### src/rtl/diff_arb_pkg.sv
// -----------------------------------------------------------------------------
// diff_arb_pkg
// Shared definitions for the two-requester subtract arbiter:
//   DIFF_WIDTH  - default operand/result width
//   NUM_REQ     - number of requesters sharing the subtractor
//   arb_state_t - arbiter FSM state encoding
// -----------------------------------------------------------------------------
package diff_arb_pkg;

    localparam int DIFF_WIDTH = 32;
    localparam int NUM_REQ    = 2;

    typedef enum logic [1:0] {
        IDLE = 2'd0,
        EXEC = 2'd1,
        RESP = 2'd2
    } arb_state_t;

endpackage

### src/rtl/Diff.sv
// -----------------------------------------------------------------------------
// Diff
// Combinational subtractor, out = a - b modulo 2^WIDTH.
// Ports:
//   a   - minuend
//   b   - subtrahend
//   out - wrapped difference
// -----------------------------------------------------------------------------
module Diff #(
    parameter int WIDTH = 32
) (
    input  logic [WIDTH-1:0] a,
    input  logic [WIDTH-1:0] b,
    output logic [WIDTH-1:0] out
);

    assign out = a - b;

endmodule

### src/rtl/diff_arbiter.sv
// -----------------------------------------------------------------------------
// diff_arbiter
// Two requesters share one subtractor. A round-robin grant picks one operand
// pair in IDLE, the difference and flags are registered in EXEC, and the
// result is held in RESP until the consumer takes it.
// Ports:
//   clk, rst                 - clock, async active-high reset
//   reqN_valid/a/b/ready     - requester N operand handshake (N = 0, 1)
//   rsp_valid/id/diff        - held response, owning requester, a - b
//   rsp_zero/neg/borrow      - diff == 0, diff MSB, a < b (unsigned)
//   rsp_ready                - consumer accepts the response
//
// state | meaning
// IDLE  | arbitrate, assert ready to the granted requester only
// EXEC  | subtract latched operands, register result and flags
// RESP  | hold response until rsp_ready
// -----------------------------------------------------------------------------
module diff_arbiter
    import diff_arb_pkg::*;
#(
    parameter int WIDTH = DIFF_WIDTH
) (
    input  logic             clk,
    input  logic             rst,
    input  logic             req0_valid,
    input  logic [WIDTH-1:0] req0_a,
    input  logic [WIDTH-1:0] req0_b,
    output logic             req0_ready,
    input  logic             req1_valid,
    input  logic [WIDTH-1:0] req1_a,
    input  logic [WIDTH-1:0] req1_b,
    output logic             req1_ready,
    output logic             rsp_valid,
    output logic             rsp_id,
    output logic [WIDTH-1:0] rsp_diff,
    output logic             rsp_zero,
    output logic             rsp_neg,
    output logic             rsp_borrow,
    input  logic             rsp_ready
);

    localparam int ID_W = $clog2(NUM_REQ);

    arb_state_t      state;
    arb_state_t      state_nxt;
    logic [ID_W-1:0] last_grant;
    logic [ID_W-1:0] grant;
    logic            grant_vld;
    logic            hs;
    logic [ID_W-1:0] lat_id;
    logic [WIDTH-1:0] lat_a;
    logic [WIDTH-1:0] lat_b;
    logic [WIDTH-1:0] diff_out;

    Diff #(.WIDTH(WIDTH)) u_diff (
        .a   (lat_a),
        .b   (lat_b),
        .out (diff_out)
    );

    // A lone requester wins outright; on a tie the one not served last wins.
    always_comb begin
        grant_vld = req0_valid | req1_valid;
        if (req0_valid && req1_valid) begin
            grant = ~last_grant;
        end else begin
            grant = req1_valid;
        end
    end

    assign hs = (req0_valid & req0_ready) | (req1_valid & req1_ready);

    always_ff @(posedge clk or posedge rst) begin
        if (rst) begin
            state <= IDLE;
        end else begin
            state <= state_nxt;
        end
    end

    // Readies are gated with rst so nothing is offered while reset is held.
    always_comb begin
        state_nxt  = state;
        req0_ready = 1'b0;
        req1_ready = 1'b0;
        case (state)
            IDLE: begin
                req0_ready = !rst && grant_vld && (grant == 1'b0);
                req1_ready = !rst && grant_vld && (grant == 1'b1);
                if (grant_vld) begin
                    state_nxt = EXEC;
                end
            end
            EXEC: state_nxt = RESP;
            RESP: begin
                if (rsp_ready) begin
                    state_nxt = IDLE;
                end
            end
            default: state_nxt = IDLE;
        endcase
    end

    always_ff @(posedge clk or posedge rst) begin
        if (rst) begin
            last_grant <= 1'b1;
            lat_id     <= '0;
            lat_a      <= '0;
            lat_b      <= '0;
            rsp_valid  <= 1'b0;
            rsp_id     <= 1'b0;
            rsp_diff   <= '0;
            rsp_zero   <= 1'b0;
            rsp_neg    <= 1'b0;
            rsp_borrow <= 1'b0;
        end else begin
            case (state)
                IDLE: begin
                    if (hs) begin
                        lat_a      <= grant ? req1_a : req0_a;
                        lat_b      <= grant ? req1_b : req0_b;
                        lat_id     <= grant;
                        last_grant <= grant;
                    end
                end
                EXEC: begin
                    rsp_valid  <= 1'b1;
                    rsp_id     <= lat_id;
                    rsp_diff   <= diff_out;
                    rsp_zero   <= (diff_out == '0);
                    rsp_neg    <= diff_out[WIDTH-1];
                    rsp_borrow <= (lat_a < lat_b);
                end
                RESP: begin
                    if (rsp_ready) begin
                        rsp_valid <= 1'b0;
                    end
                end
                default: ;
            endcase
        end
    end

endmodule

### config.mk
export PLATFORM = sky130hd
export DESIGN_NAME = diff_arbiter
export DESIGN_NICKNAME = d
export VERILOG_FILES = /design/src/rtl/diff_arb_pkg.sv /design/src/rtl/Diff.sv /design/src/rtl/diff_arbiter.sv
export SDC_FILE = /design/constraint.sdc
export NUM_CORES = 1
export LEC_CHECK = 0
export ABC_CLOCK_PERIOD_IN_PS = 3500
export CAP_MARGIN = 0
export CORE_MARGIN = 10
export CORE_UTILIZATION = 51
export DETAILED_ROUTE_END_ITERATION = 10
export PLACE_DENSITY_LB_ADDON = 0.15
export RECOVER_POWER = 100
export SYNTH_ARGS = -nofsm -noshare
export SYNTH_HDL_FRONTEND = slang
export SYNTH_HIERARCHICAL = 1
export SYNTH_SLANG_ARGS = --single-unit
### constraint.sdc
create_clock -name clk -period 3.5 [get_ports clk]
set_input_delay 0.35 -clock clk [delete_from_list [all_inputs] [get_ports clk]]
set_output_delay 0.35 -clock clk [all_outputs]
set_load 0.02 [all_outputs]
Word level (Yosys, flattened, before mapping)

Cells that the tools add are included.

Magnitude comparators: 1
Reductions and logical operators: 11
Bitwise logic cells: 6
Div/mod/pow operators: 0
$mul: 0
Eq/ne operators: 4
Add/sub/neg operators: 1
Shift operators: 0
Muxes and demuxes: 10

Operator list:

| cell                 | count |
|---|---|
| $mux W32             | 2 |
| $logic_not A32 Y1    | 1 |
| $lt A32 B32 Y1       | 1 |
| $sub A32 B32 Y32     | 1 |
| $pmux W2 S3          | 1 |
| $reduce_and A2 Y1    | 3 |
| $logic_and A1 B1 Y1  | 4 |
| $mux W1              | 4 |
| $mux W2              | 2 |
| $ne A2 B2 Y1 const B | 2 |
| $and A1 B1 Y1        | 2 |
| $eq A2 B1 Y1 const B | 1 |
| $eq A2 B2 Y1 const B | 1 |
| $logic_not A2 Y1     | 1 |
| $not A1 Y1           | 2 |
| $or A1 B1 Y1         | 2 |
| $pmux W1 S2          | 1 |
| $reduce_bool A2 Y1   | 1 |
| $logic_not A1 Y1     | 1 |

Bits in read-only memories: 0
Input port bits: 133
Latch bits: 0
Memories: 0
Bits in registers: 105
Output and inout port bits: 39
RAM bits: 0

Depth between registers and ports, before layout

Gate-level depths: netlist (run 1).

Depth after elaboration: 8
Gate-level depth with buffers: 13
Gate-level depth less buffers: 13

By module

Netlist (run 1), hierarchy kept.

Modules (own cells, without submodules):

| module       | cells each | sequential area each (µm²) | instances | area each (µm²) |
|---|---|---|---|---|
| diff_arbiter | 498        | 2,603.7                    | 1         | 5,297.6 |
| Diff         | 279        | 0.0                        | 1         | 1,839.3 |

Least setup slack after synthesis (run 1)

OpenSTA, ideal clock, no wires.

Path kind: input port to output port
Start point: input rst
End point: output req0_ready
Arrival time: 3,214 ps
Stages on the path: 3
Required time: 3,150 ps
Slack: -64 ps
Buffers on the path: 0
Cell sequence: inv_1 nand2_1 nor2_1

Cells in the longest elaborated chain, start to end: 4

Ends and longest elaborated chain:

| what                              | RTL line           | RTL |
|---|---|---|
| from (decl)                       | diff_arbiter.sv:24 | `input logic rst,` |
| $logic_not A1 Y1 (no line)        | -                  |  |
| $logic_and A1 B1 Y1 (2 in series) | diff_arbiter.sv:88 | `req0_ready = !rst && grant_vld && (grant == 1'b0);` |
| $mux W1                           | diff_arbiter.sv:86 | `case (state)` |
| to (decl)                         | diff_arbiter.sv:28 | `output logic req0_ready,` |

Every way passes these cells.

Worst setup path in the final report (run 1)

Start point: register lat_a[9]
End point: register rsp_zero

Cells in the longest elaborated chain, start to end: 2

Ends and longest elaborated chain:

| what                   | RTL line            | RTL |
|---|---|---|
| from (decl)            | diff_arbiter.sv:51  | `logic [WIDTH-1:0] lat_a;` |
| from (signal assigned) | diff_arbiter.sv:120 | `lat_a <= grant ? req1_a : req0_a;` |
| $sub A32 B32 Y32       | Diff.sv:17          | `assign out = a - b;` |
| net diff_out[24]       | diff_arbiter.sv:53  | `logic [WIDTH-1:0] diff_out;` |
| $logic_not A32 Y1      | diff_arbiter.sv:130 | `rsp_zero <= (diff_out == '0);` |
| to (signal assigned)   | diff_arbiter.sv:130 |  |
| to (decl)              | diff_arbiter.sv:36  | `output logic rsp_zero,` |

The timed path passes the listed nets, and every way through them passes these cells.
A chain may end at the register's enable or synchronous reset.

==> results of run 1 <==
[state kept, by name (all words and copies together), names as in the netlist, 2 cells and up]
register / flops
state: 2
lat_b: 32
rsp_diff: 32
lat_a: 32
[cells in the mapped netlist (2+ instances only)]
cell type	instances
and4_1	2
nor4_1	9
a211oi_1	2
inv_1	74
ha_1	62
a21oi_2	2
dfrtp_1	103
mux2_2	33
nand3_1	3
o21bai_1	5
o311ai_1	2
xnor2_1	16
nand4_1	15
a22oi_1	2
clkbuf_1	7
buf_2	12
a21oi_1	106
a2111oi_0	2
mux2i_1	64
nor2b_1	3
nor2_1	93
o21ai_0	24
o21ai_1	4
buf_4	14
nand2b_1	7
a21o_1	18
and3_1	3
nor3_1	6
a21boi_0	2
o2111ai_1	3
nand2_1	40
xor2_1	11
o21a_1	6
o31a_1	2
[layout make-up]
type | count | area share (%)
Sequential cell | 104 | 28.2
Clock buffer | 9 | 2.44
Timing Repair Buffer | 175 | 18.9
Multi-Input combinational cell | 565 | 43.9
Inverter | 74 | 3.05
Tap cell | 180 | 2.44
Clock inverter | 7 | 1.11
[where the power goes]
| group | switching [mW] | internal [mW] |
|---|---|---|
| Sequential | 0.487 | 1.82 |
| Combinational | 4.01 | 2.86 |
| Clock | 0.477 | 0.635 |
[per-layer routing]
metal	vias to the layer above	routed length (um)
met5	-	0
met4	0	190
met3	14	1100
met2	181	8890
met1	2910	9260
li1	3034	-
[kinds of logic (layout without fill, tap and decap cells)]
family	count (synthesis)	in the layout	share of synthesized area, %
multiplexers	97	97	14.2
flip-flops	104	104	36.5
buffers and inverters	108	265	6.73
AO/OA/AOI/OAI	193	193	16.6
adder cells (fa/ha/maj)	63	63	11.2
AND/OR/NAND/NOR	185	185	11.6
XOR/XNOR	27	27	3.31
[stage by stage]
step                      instance area [um2]  std cells  hold WS (ns)
after global routing                     9240       1114         0.497
after global placement                   8950       1098         0.455
after detailed placement                 8950       1098         0.470
final                                    9240       1114         0.480
after CTS                                9280       1114         0.488
after floorplan                          7140        777         0.446
[worst max path at each step]
stage,to,slack [ns],cells past startpoint
global route,rsp_zero,0.02,13
detailed placement,rsp_zero,0.33,11
floorplan,rsp_zero,0.64,11
finish,rsp_zero,0.26,11
CTS,rsp_zero,0.22,11
global placement,rsp_zero,0.43,11
[worst max-delay path, cell delays in order (launching register included)]
cell and delay, ns:
dfrtp_1 0.41, ha_1 0.38, a21oi_2 0.23, o21ai_0 0.16
a221o_1 0.34, a31o_1 0.27, a2111oi_4 0.41, nor2_1 0.11
xor2_1 0.17, nor4_1 0.28, nand4_1 0.15, o31ai_1 0.23
==> metrics.txt, run 1 <==
Sink Count 104; ant diodes 0; final routed DRC violation total 0; grt peak-use layer met2; syn avg cell area 9.19 um2; fillers 1155; PD cells 1110 nW/um2; GRT Total Usage 20.0%; cells after synthesis 777; final-stage net count 1125; number of DRC markers in iteration 0 440; max frequency 309 MHz; most frequent cells in the layout 130 x clkdlybuf4s50_1, 105 x a21oi_1, 103 x dfrtp_1; DIE AREA 19100 um2; Syn Std Cell Area 7140 um2; relative max-transition margin 10.1%; worst skew pair latency 0.36 ns; Clock Tree Root clkbuf_16; storage element area 2600 um2; Std-Cell Rows 43; maximum clock insertion buffer count 2; I/O Buffers 171; RePlAce Congestion 0.920; GRT Residual Overflow 0; ratio of cells with drive above 1 in the final layout 6.85%; multi-input logic area 4050 um2; Slew @ Worst Pin 1.35 ns; synthesized net count 973; Final min period 3.24 ns; critical path class reg2reg; hpwl dp 15700 um; Hold Path Class reg2reg; Leakage 4.31 nW; met3 Usage GRT 4.38%; crit path DAT 3.50 ns; Worst Skew 0.00823 ns; #FFs+latches synth 104; CP Launch Type flop; Via Count 6139; Syn. warnings 6; status finished, final reports clean; post_cts resized 0; CP required 3.76 ns; unique cell type count in the Yosys netlist 54; Synth-to-Final Area Change 29.5%; CP Launch Point lat_a[9]; Peak VDD IR 395 uV; Final Power 10.3 mW; max-cap violations 0; Area contributors post-synth dfrtp_1 36%, ha_1 11%, mux2i_1 9.0%, a21oi_1 7.4%, mux2_2 5.2%; H-tree Lvls 3; Hold Path Origin lat_id; Initial Util 51.8%; IO Pins 172; fin util 67.1%; Routed WL per cell 17.5 um; most frequently used flop master after synthesis dfrtp_1; clock transition at the registers of the reported paths 0.07 ns; Place WS 0.330 ns; Hold EP lat_id; Detailed Routing Iterations Pass 1 4; RR Startpoint lat_a[9]; RSZ-0062 raised after global routing no; Die W 138 um; DRT Wirelength 19400 um; fin crit share 92.6%; met2 Track Usage GR 31.0%; largest net degree at the start of global routing 129; setup TNS 0 ns; Yosys top cell by area dfrtp_1; vias in the first global route 6278; clock buffer count from CTS 9; hold buffer count at cts 0; routed vias/inst 5.51; Setup Viol. Count Final 0; first-pass GRT wire length 32500 um; Final WS setup 0.260 ns; R2R cell count 11; initial antenna violation count 0; R2R Setup Slk 0.26 ns; M1 GR Usage 27.4%; Hold Fails Final Rpt 0; chip height 138 um; Yosys top cell area share 36.1%; Final Slew Violations 0; Core ar. 13800 um2; reg2reg end rsp_zero; postcts setup bufs 0; DRT antenna net count 0; Post-synth ARST share 100%; Post-synth EDFFs 0; hold depth 1; most common cell after layout, fill and taps aside clkdlybuf4s50_1; Seq/Total Area, Yosys 36.5%; CTS tree done; endpoint class of the critical path flop; Max FO, Critical Path 4
Power figures use the tool's default switching activity.
==> inputs of run 2 (changes only) <==
--- a/config.mk
+++ b/config.mk
@@ -6,11 +6,11 @@
 export NUM_CORES = 1
 export LEC_CHECK = 0
 export ABC_CLOCK_PERIOD_IN_PS = 3500
-export CAP_MARGIN = 0
+export CAP_MARGIN = 20
 export CORE_MARGIN = 10
 export CORE_UTILIZATION = 51
 export DETAILED_ROUTE_END_ITERATION = 10
-export PLACE_DENSITY_LB_ADDON = 0.15
+export PLACE_DENSITY = 0.81
 export RECOVER_POWER = 100
 export SYNTH_ARGS = -nofsm -noshare
 export SYNTH_HDL_FRONTEND = slang
==> run 2 against run 1 <==
Against the previous run:
- the flow now finishes with violations (capacitance limit, slew limit)
- largest cell class unchanged
- combinational power shrank 3%
- maximum frequency is 0.96% higher
- clock skew down 0.0012 ns
- wire length decreased by 6.4%
- clock power is 7% lower
- non-clock buffer count increased by 1
- total power fell by 2.7%
- sequential share of layout area rose by 0.084 points
- cell count about the same
- highest routed layer unchanged
==> metrics.txt, run 2 (synthesized netlist as in run 1, its figures left out) <==
status finished, violations left; failing checks capacitance limit, slew limit; clock transition at the registers of the reported paths 0.07 ns (about the same); max layer used met4; Detailed Routing Iterations Pass 1 5 (+1); first-pass GRT wire length 30400 um (-6.4%); Final Power 10.0 mW (-2.7%); routed vias/inst 5.44 (-1.3%); Post-Place Cell Area 8940 um2 (about the same); Std-Cell Rows 43 (unchanged); clock buffer count from CTS 9 (unchanged); fin util 66.9% (-0.20 points); final-stage net count 1126 (+0.089%); endpoint class of the critical path flop; Clock Tree Root clkbuf_16; fin crit share 91.7% (-0.88 points); Initial Util 51.8% (unchanged); met3 wire length 1260 um (+14%); worst-path cell chain inv_1 -> ha_1 -> fa_1 -> nor2b_1 -> o2111ai_1 -> nand2_1 -> a31oi_1 -> o21ai_0 -> o311ai_0 -> nor4_1 -> nand4_1 -> o31ai_1; final routed DRC violation total 0 (unchanged); Buf/Inv on CP 1 (+1); crit path DAT 3.45 ns (-0.05 ns); chip height 138 um (unchanged); ant diodes 0 (unchanged); GRT Total Usage 18.7% (-1.4 points); CP Launch Point lat_a[0]; Final min period 3.21 ns (-0.0307 ns); cell class contributing the biggest share of worst-path delay compound AO/OA/AOI/OAI gates; RePlAce Congestion 0.913 (-0.76%); Core ar. 13800 um2 (unchanged); Top Registers lat_a x32, lat_b x32, rsp_diff x32; CP required 3.74 ns (-0.02 ns); postcts setup bufs 0 (unchanged); Final Slew Violations 109 (+109); Via Count 6064 (-1.2%); CTS tree done; Setup Viol. Count Final 0 (unchanged); Leakage 4.31 nW (-0.16%); vias in the first global route 6029 (-4.0%); I/O Buffers 171 (unchanged); GRT Residual Overflow 0 (unchanged); setup TNS 0 ns (unchanged); fillers 1157 (+0.17%); CP Launch Type flop; Hold Path Origin lat_id; Slowest-stage cell, CP fa_1; WL met2 7920 um (-11%); H-tree Lvls 3 (unchanged); Routed WL per cell 16.3 um (-6.5%); Die W 138 um (unchanged); Worst Skew 0.00706 ns (-0.00118 ns); worst skew pair latency 0.35 ns (about the same); most common cell after layout, fill and taps aside clkdlybuf4s50_1; most frequent cells in the layout 130 x clkdlybuf4s50_1, 106 x a21oi_1, 103 x dfrtp_1; Peak VDD IR 463 uV (+17%); Hold Path Class reg2reg; Max FO, Critical Path 3 (-1); met1 WL 8830 um (-4.7%); hold buffer count at cts 0 (unchanged); max frequency 312 MHz (+0.96%); initial antenna violation count 0 (unchanged); Synth-to-Final Area Change 29.1%; DRT antenna net count 0 (unchanged); DIE AREA 19100 um2 (unchanged); maximum clock insertion buffer count 2 (unchanged); largest net degree at the start of global routing 129 (unchanged); hpwl dp 14600 um (-7.4%); IO Pins 172 (unchanged); number of DRC markers in iteration 0 464 (+5.5%); DRT Wirelength 18200 um (-6.4%); PD cells 1090 nW/um2 (-2.4%); Hold Fails Final Rpt 0 (unchanged); RSZ-0062 raised after global routing no; relative max-transition margin -14.1% (-24 points); ratio of cells with drive above 1 in the final layout 6.84% (-0.0073 points); max-cap violations 2 (+2); critical path class reg2reg; Slew @ Worst Pin 1.71 ns (+0.363 ns); Sink Count 104 (unchanged); max incr delay on CP 0.40 ns (about the same); RR Startpoint lat_a[0]; Design Area, Final 9210 um2 (-0.30%)
-- run 2: cell type report --
cell class | count | area [um2] | share of cell area, %
clock inverters | 7 | 77.6 | 0.842
clock buffers | 9 | 225 | 2.44
inverters | 74 | 282 | 3.06
repair buffers | 176 | 1740 | 18.9
flip-flops and latches | 104 | 2600 | 28.3
well taps | 180 | 225 | 2.44
multi-input cells | 565 | 4060 | 44.0
-- run 2: power breakdown --
part,switching [mW],internal [mW]
Clock,0.466,0.562
Combinational,3.81,2.87
Sequential,0.491,1.82
-- run 2: worst paths after layout --
| check | end | depth (start not counted) | slack, ns |
|---|---|---|---|
| setup / recovery | rsp_zero | 12 | 0.29 |
| hold / removal | lat_id | 1 | 0.48 |
| setup reg to reg | rsp_zero | 12 | 0.29 |
| hold reg to reg | lat_id | 1 | 0.48 |
| max in group asynchronous | rsp_valid | 4 | 0.73 |
| min in group asynchronous | state[0] | 3 | 1.11 |
-- run 2: what timing repair did --
action,CTS,global route
endpoints found under the hold margin,0,0
endpoints found under the setup margin,0,1
gates resized for setup,0,1
-- run 2: per-stage QoR --
stage	hold slack [ns]	setup slack, ns	instances
4_1_cts	0.486	0.358	1115
3_5_place_dp	0.469	0.394	1099
5_1_grt	0.513	0.0192	1115
6_report	0.483	0.291	1115
3_3_place_gp	0.461	0.449	1099
2_1_floorplan	0.446	0.643	777
-- run 2: layer usage --
| layer | vias up | GRT usage, % |
|---|---|---|
| met5 | - | 0 |
| met4 | 0 | 4.66 |
| met3 | 13 | 5.00 |
| met2 | 171 | 27.5 |
| met1 | 2850 | 26.4 |
| li1 | 3030 | - |
